==> src/rtl/dithering_pkg.sv <==
// Shared types and default geometry for the dithering frame scheduler.
package dithering_pkg;

    typedef enum logic [2:0] {
        IDLE,
        ISSUE,
        WAIT_PIX,
        ADVANCE,
        DONE
    } sched_state_t;

    localparam int unsigned DEF_IMG_W   = 320;
    localparam int unsigned DEF_IMG_H   = 240;
    localparam int unsigned DEF_PIX_LAT = 4;

endpackage

==> src/rtl/dithering_coord_counter.sv <==
// Raster-order x/y/linear-address counter; addr tracks y*IMG_W+x by incrementing.
module dithering_coord_counter
    import dithering_pkg::*;
#(
    parameter int unsigned IMG_W = DEF_IMG_W,
    parameter int unsigned IMG_H = DEF_IMG_H,
    parameter int unsigned XW    = $clog2(IMG_W),
    parameter int unsigned YW    = $clog2(IMG_H),
    parameter int unsigned AW    = $clog2(IMG_W * IMG_H)
) (
    input  logic          clk,
    input  logic          rst_n,
    input  logic          clear,
    input  logic          advance,
    output logic [XW-1:0] x,
    output logic [YW-1:0] y,
    output logic [AW-1:0] addr,
    output logic          last
);

    logic x_last;
    logic y_last;

    assign x_last = (x == XW'(IMG_W - 1));
    assign y_last = (y == YW'(IMG_H - 1));
    assign last   = x_last && y_last;

    always_ff @(posedge clk or negedge rst_n) begin
        if (!rst_n) begin
            x    <= '0;
            y    <= '0;
            addr <= '0;
        end else if (clear) begin
            x    <= '0;
            y    <= '0;
            addr <= '0;
        end else if (advance) begin
            // Advancing past the final pixel wraps everything to zero.
            if (x_last) begin
                x <= '0;
                y <= y_last ? '0 : y + 1'b1;
            end else begin
                x <= x + 1'b1;
            end
            addr <= last ? '0 : addr + 1'b1;
        end
    end

endmodule

==> src/rtl/dithering_frame_scheduler.sv <==
// Walks an IMG_W x IMG_H frame in raster order, pulsing the per-pixel engine once per pixel.
module dithering_frame_scheduler
    import dithering_pkg::*;
#(
    parameter int unsigned IMG_W   = DEF_IMG_W,
    parameter int unsigned IMG_H   = DEF_IMG_H,
    parameter int unsigned PIX_LAT = DEF_PIX_LAT,
    localparam int unsigned XW     = $clog2(IMG_W),
    localparam int unsigned YW     = $clog2(IMG_H),
    localparam int unsigned AW     = $clog2(IMG_W * IMG_H)
) (
    input  logic          clk,
    input  logic          rst_n,
    input  logic          start,
    input  logic          abort,
    input  logic          mem_ready,
    output logic          algorithm_trigger,
    output logic [XW-1:0] pixel_x,
    output logic [YW-1:0] pixel_y,
    output logic [AW-1:0] pixel_addr,
    output logic          err_right_en,
    output logic          err_down_en,
    output logic          err_downleft_en,
    output logic          err_downright_en,
    output logic          busy,
    output logic          frame_done
);

    localparam int unsigned CW = $clog2(PIX_LAT);

    sched_state_t  state;
    logic [CW-1:0] wait_cnt;
    logic          coord_clear;
    logic          coord_advance;
    logic          coord_last;

    always_ff @(posedge clk or negedge rst_n) begin
        if (!rst_n) begin
            state      <= IDLE;
            wait_cnt   <= '0;
            busy       <= 1'b0;
            frame_done <= 1'b0;
        end else begin
            frame_done <= 1'b0;
            if (state != IDLE && abort) begin
                state    <= IDLE;
                wait_cnt <= '0;
                busy     <= 1'b0;
            end else begin
                case (state)
                    IDLE: begin
                        wait_cnt <= '0;
                        if (start && !abort) begin
                            state <= ISSUE;
                            busy  <= 1'b1;
                        end
                    end
                    ISSUE: begin
                        if (mem_ready) begin
                            wait_cnt <= CW'(PIX_LAT - 1);
                            state    <= WAIT_PIX;
                        end
                    end
                    WAIT_PIX: begin
                        if (wait_cnt == '0) begin
                            state <= ADVANCE;
                        end else begin
                            wait_cnt <= wait_cnt - 1'b1;
                        end
                    end
                    ADVANCE: begin
                        if (coord_last) begin
                            state      <= DONE;
                            frame_done <= 1'b1;
                        end else begin
                            state <= ISSUE;
                        end
                    end
                    DONE: begin
                        state <= IDLE;
                        busy  <= 1'b0;
                    end
                    default: begin
                        state    <= IDLE;
                        wait_cnt <= '0;
                        busy     <= 1'b0;
                    end
                endcase
            end
        end
    end

    // The trigger must fire in the same cycle mem_ready is seen, so it is decoded, not registered.
    assign algorithm_trigger = (state == ISSUE) && mem_ready && !abort;

    assign coord_clear   = ((state != IDLE) && abort) || (state == DONE);
    assign coord_advance = (state == ADVANCE) && !abort && !coord_last;

    dithering_coord_counter #(
        .IMG_W (IMG_W),
        .IMG_H (IMG_H),
        .XW    (XW),
        .YW    (YW),
        .AW    (AW)
    ) u_coord (
        .clk     (clk),
        .rst_n   (rst_n),
        .clear   (coord_clear),
        .advance (coord_advance),
        .x       (pixel_x),
        .y       (pixel_y),
        .addr    (pixel_addr),
        .last    (coord_last)
    );

    logic x_first;
    logic x_last;
    logic y_last;

    assign x_first = (pixel_x == '0);
    assign x_last  = (pixel_x == XW'(IMG_W - 1));
    assign y_last  = (pixel_y == YW'(IMG_H - 1));

    assign err_right_en     = busy && !x_last;
    assign err_down_en      = busy && !y_last;
    assign err_downleft_en  = busy && !y_last && !x_first;
    assign err_downright_en = busy && !y_last && !x_last;

endmodule

==> config.mk <==
export PLATFORM = sky130hd
export DESIGN_NAME = dithering_frame_scheduler
export DESIGN_NICKNAME = d
export VERILOG_FILES = /design/src/rtl/dithering_pkg.sv /design/src/rtl/dithering_coord_counter.sv /design/src/rtl/dithering_frame_scheduler.sv
export SDC_FILE = /design/constraint.sdc
export NUM_CORES = 1
export LEC_CHECK = 0
export ABC_CLOCK_PERIOD_IN_PS = 1950
export CORE_ASPECT_RATIO = 2
export CORE_MARGIN = 3
export CORE_UTILIZATION = 47
export CTS_CLUSTER_SIZE = 16
export DETAILED_ROUTE_END_ITERATION = 7
export PLACE_DENSITY = 0.75
export SETUP_SLACK_MARGIN = 0.5
export SYNTH_ARGS = -nofsm -noshare
export SYNTH_HDL_FRONTEND = slang
export SYNTH_SLANG_ARGS = --single-unit
==> constraint.sdc <==
create_clock -name clk -period 1.95 [get_ports clk]
set_input_delay 0.4875 -clock clk [delete_from_list [all_inputs] [get_ports clk]]
set_output_delay 0.4875 -clock clk [all_outputs]
set_load 0.05 [all_outputs]
==> results <==
through the flow:
step | setup slack (ns) | power (mW) | util
floorplan | -0.0707 | 1.14 | -
global route | -0.298 | 2.14 | 0.970
finish | -0.214 | 2.10 | 0.970
CTS | -0.0664 | 1.99 | 0.821
global placement | -0.388 | 1.33 | 0.671
detailed placement | -0.445 | 1.33 | 0.671
power breakdown:
part	leakage, nW	switching, mW	internal (mW)
sequential	0.518	0.0390	0.870
combinational	1.33	0.314	0.232
clock	0.0542	0.328	0.321
metal layers:
metal | global-route usage | routed length [um] | up-vias
li1 | - | - | 1273
met1 | 0.338 | 4480 | 1614
met2 | 0.559 | 7270 | 368
met3 | 0.0386 | 1420 | 170
met4 | 0.160 | 1690 | 0
met5 | 0 | 0 | -
final cells by class:
| cell class | count | area (um^2) | share of cell area |
|---|---|---|---|
| Inverter | 9 | 37.5 | 0.00795 |
| Clock inverter | 1 | 5.00 | 0.00106 |
| Sequential cell | 41 | 1060 | 0.225 |
| Clock buffer | 7 | 96.3 | 0.0204 |
| Tap cell | 57 | 71.3 | 0.0151 |
| Multi-Input combinational cell | 195 | 1870 | 0.397 |
| Timing Repair Buffer | 144 | 1570 | 0.333 |
registers in the layout, summed over array words and instances (netlist names):
register and cells:
busy 1, state 3, frame_done 1, u_coord.addr 17
wait_cnt 2, u_coord.y 8, u_coord.x 9
repair_timing:
action	4_1_cts	5_1_grt
cloned	5	1
pin swaps	17	49
resized for setup	72	117
endpoints found under the setup margin	61	74
setup buffers	33	25
final timing paths:
check / from / to / slack, ns
worst max-delay path: u_coord.x[5]$_DFFE_PN0P_ / u_coord.addr[8]$_DFFE_PN0P_ / -0.21
worst min-delay path: rst_n / u_coord.addr[1]$_DFFE_PN0P_ / 0.15
worst max register to register: u_coord.x[5]$_DFFE_PN0P_ / u_coord.addr[8]$_DFFE_PN0P_ / -0.21
worst min register to register: wait_cnt[1]$_DFFE_PN0P_ / wait_cnt[1]$_DFFE_PN0P_ / 0.59
max in group asynchronous: rst_n / u_coord.addr[11]$_DFFE_PN0P_ / 1.16
min in group clk: wait_cnt[1]$_DFFE_PN0P_ / wait_cnt[1]$_DFFE_PN0P_ / 0.59
logic make-up (layout without fill, tap and decap cells):
| family | Yosys count | in the layout | synth area share |
|---|---|---|---|
| AO/OA/AOI/OAI | 75 | 75 | 0.195 |
| AND/OR/NAND/NOR | 109 | 109 | 0.281 |
| multiplexers | 6 | 6 | 0.0263 |
| flip-flops | 41 | 41 | 0.431 |
| adder cells (fa/ha/maj) | 5 | 5 | 0.0263 |
| buffers and inverters | 23 | 161 | 0.0400 |
cells in the final DEF (no fill, tap or decap), types with 5 or more instances in the layout:
cell	instances
a21oi_2	15
buf_4	65
nor2_1	6
nand4_1	10
buf_6	42
or4_4	10
nand2_1	13
or3_1	6
buf_8	21
dfrtp_2	30
o21ai_0	5
or4_1	6
a21oi_1	15
o31ai_4	6
nand3_1	8
inv_1	6
nor2b_1	5
buf_12	8
dfrtp_1	11
clkbuf_8	7
o31ai_1	6
==> results.toml <==
[run_status]
outcome = "complete, but fails checks"
violations = "setup timing"

[cts]
cts_buffers = 5
root_buffer = "clkbuf_8"
path_clk_slew_ns = 0.10
h-tree-depth = 2
cts_tree = "done"
ctsHoldBuffers = 0
max-clock-path-buffers = 2
clk_latency_ns = 0.31
cts_num_sinks = 41

[logic_synthesis]
syn-cell-area_um2 = 2380
yosys.area.top_type = "dfrtp_1"
yosys_warnings = 0
synth_top_cell_area_share = 0.431
ys_ff_latch = 41
async_flop_share = 1.00
synth_enable_flop_cells = 0
ys_top_cells_by_count = "dfrtp_1, a21oi_1, nand2_1, or4_1, o31ai_1"
synthDistinctLibCells = 43
ys_seq_area_frac = 0.431
ys.flop_type = "dfrtp_1"
synth.area.top_cells = "dfrtp_1, a21oi_1, or4_1"
synth_nets = 269
synth.most_common_cell = "dfrtp_1"
syn_area_per_cell_um2 = 9.19
syn-instance-count = 259

[worst_setup_path]
cp.depth = 8
critPathSlowestCell = "dfrtp_2"
crit_chain = "nand4_1 -> nor4_4 -> buf_4 -> buf_6 -> buf_12 -> buf_16 -> o31ai_2 -> a21oi_2"
path_max_fanout = 7
end_kind = "flop"
crit_required_ns = 2.16
critical_path_class = "reg2reg"
rr_worst_depth = 8
max_stage_delay_ns = 0.50
crit_arrival_ns = 2.38
crit_buf_inv = 4
crit_family = "simple AND/OR/NAND/NOR gates"
cp-start-kind = "flop"

[detailed_routing]
num_vias = 3425
drt_iter0_markers = 373
drc = 0
antenna_left = 0
drt-total-wl_um = 14900
via_per_inst = 7.54
route.detailed.wl_per_inst_um = 32.7
firstDrtPassIters = 5

[floorplanning]
start_util = 0.489
dieHeight_um = 107
fp-row-count = 36
core-area_um2 = 4860
io_pins = 46
dieArea_um2 = 6000
die_w_um = 56.3

[pwr]
peakVddDrop_mv = 0.596
power.density_nw_per_um2 = 446
leakagePower_nw = 1.91

[layout]
area_delta_synth_final_pct = 98.4
design_area_um2 = 4720
n_fill_cell = 77
diodes = 0
nNetsFinal = 406
layout-drive-gt1-share = 0.685
final_cell_count_no_fill = 454

[global_routing]
overflow = 0
grt_max_degree = 22
grt_pass1_wl_um = 14600
grt.total_usage = 0.307
first_global_vias = 2918
antenna_found_initial = 0

[sta]
setup_ws_ns = -0.214
rsz0062_at_grt = "true"
setup_violations = 28
tightestPinTransition_ns = 0.641
skew_ns = 0.0201
hold_viol_final = 0
fmax_ghz = 0.462
fin_hold_ws_ns = 0.147
finalMaxSlewViolations = 0
fin_crit_sh = 1.11
maxSlewHeadroom = 0.572
setup_tns_ns = -2.81
min_period_ns = 2.16

[placed_design]
port_buffers = 45
dpl.hpwl_um = 4930
dpl_cell_area_um2 = 3260
globalplace.congestion = 0.834
placedCellCount = 382

[run]
maxCapViolCount = 0

[hold_path]
hp-class = "in2async"
Power figures use the tool's default switching activity.
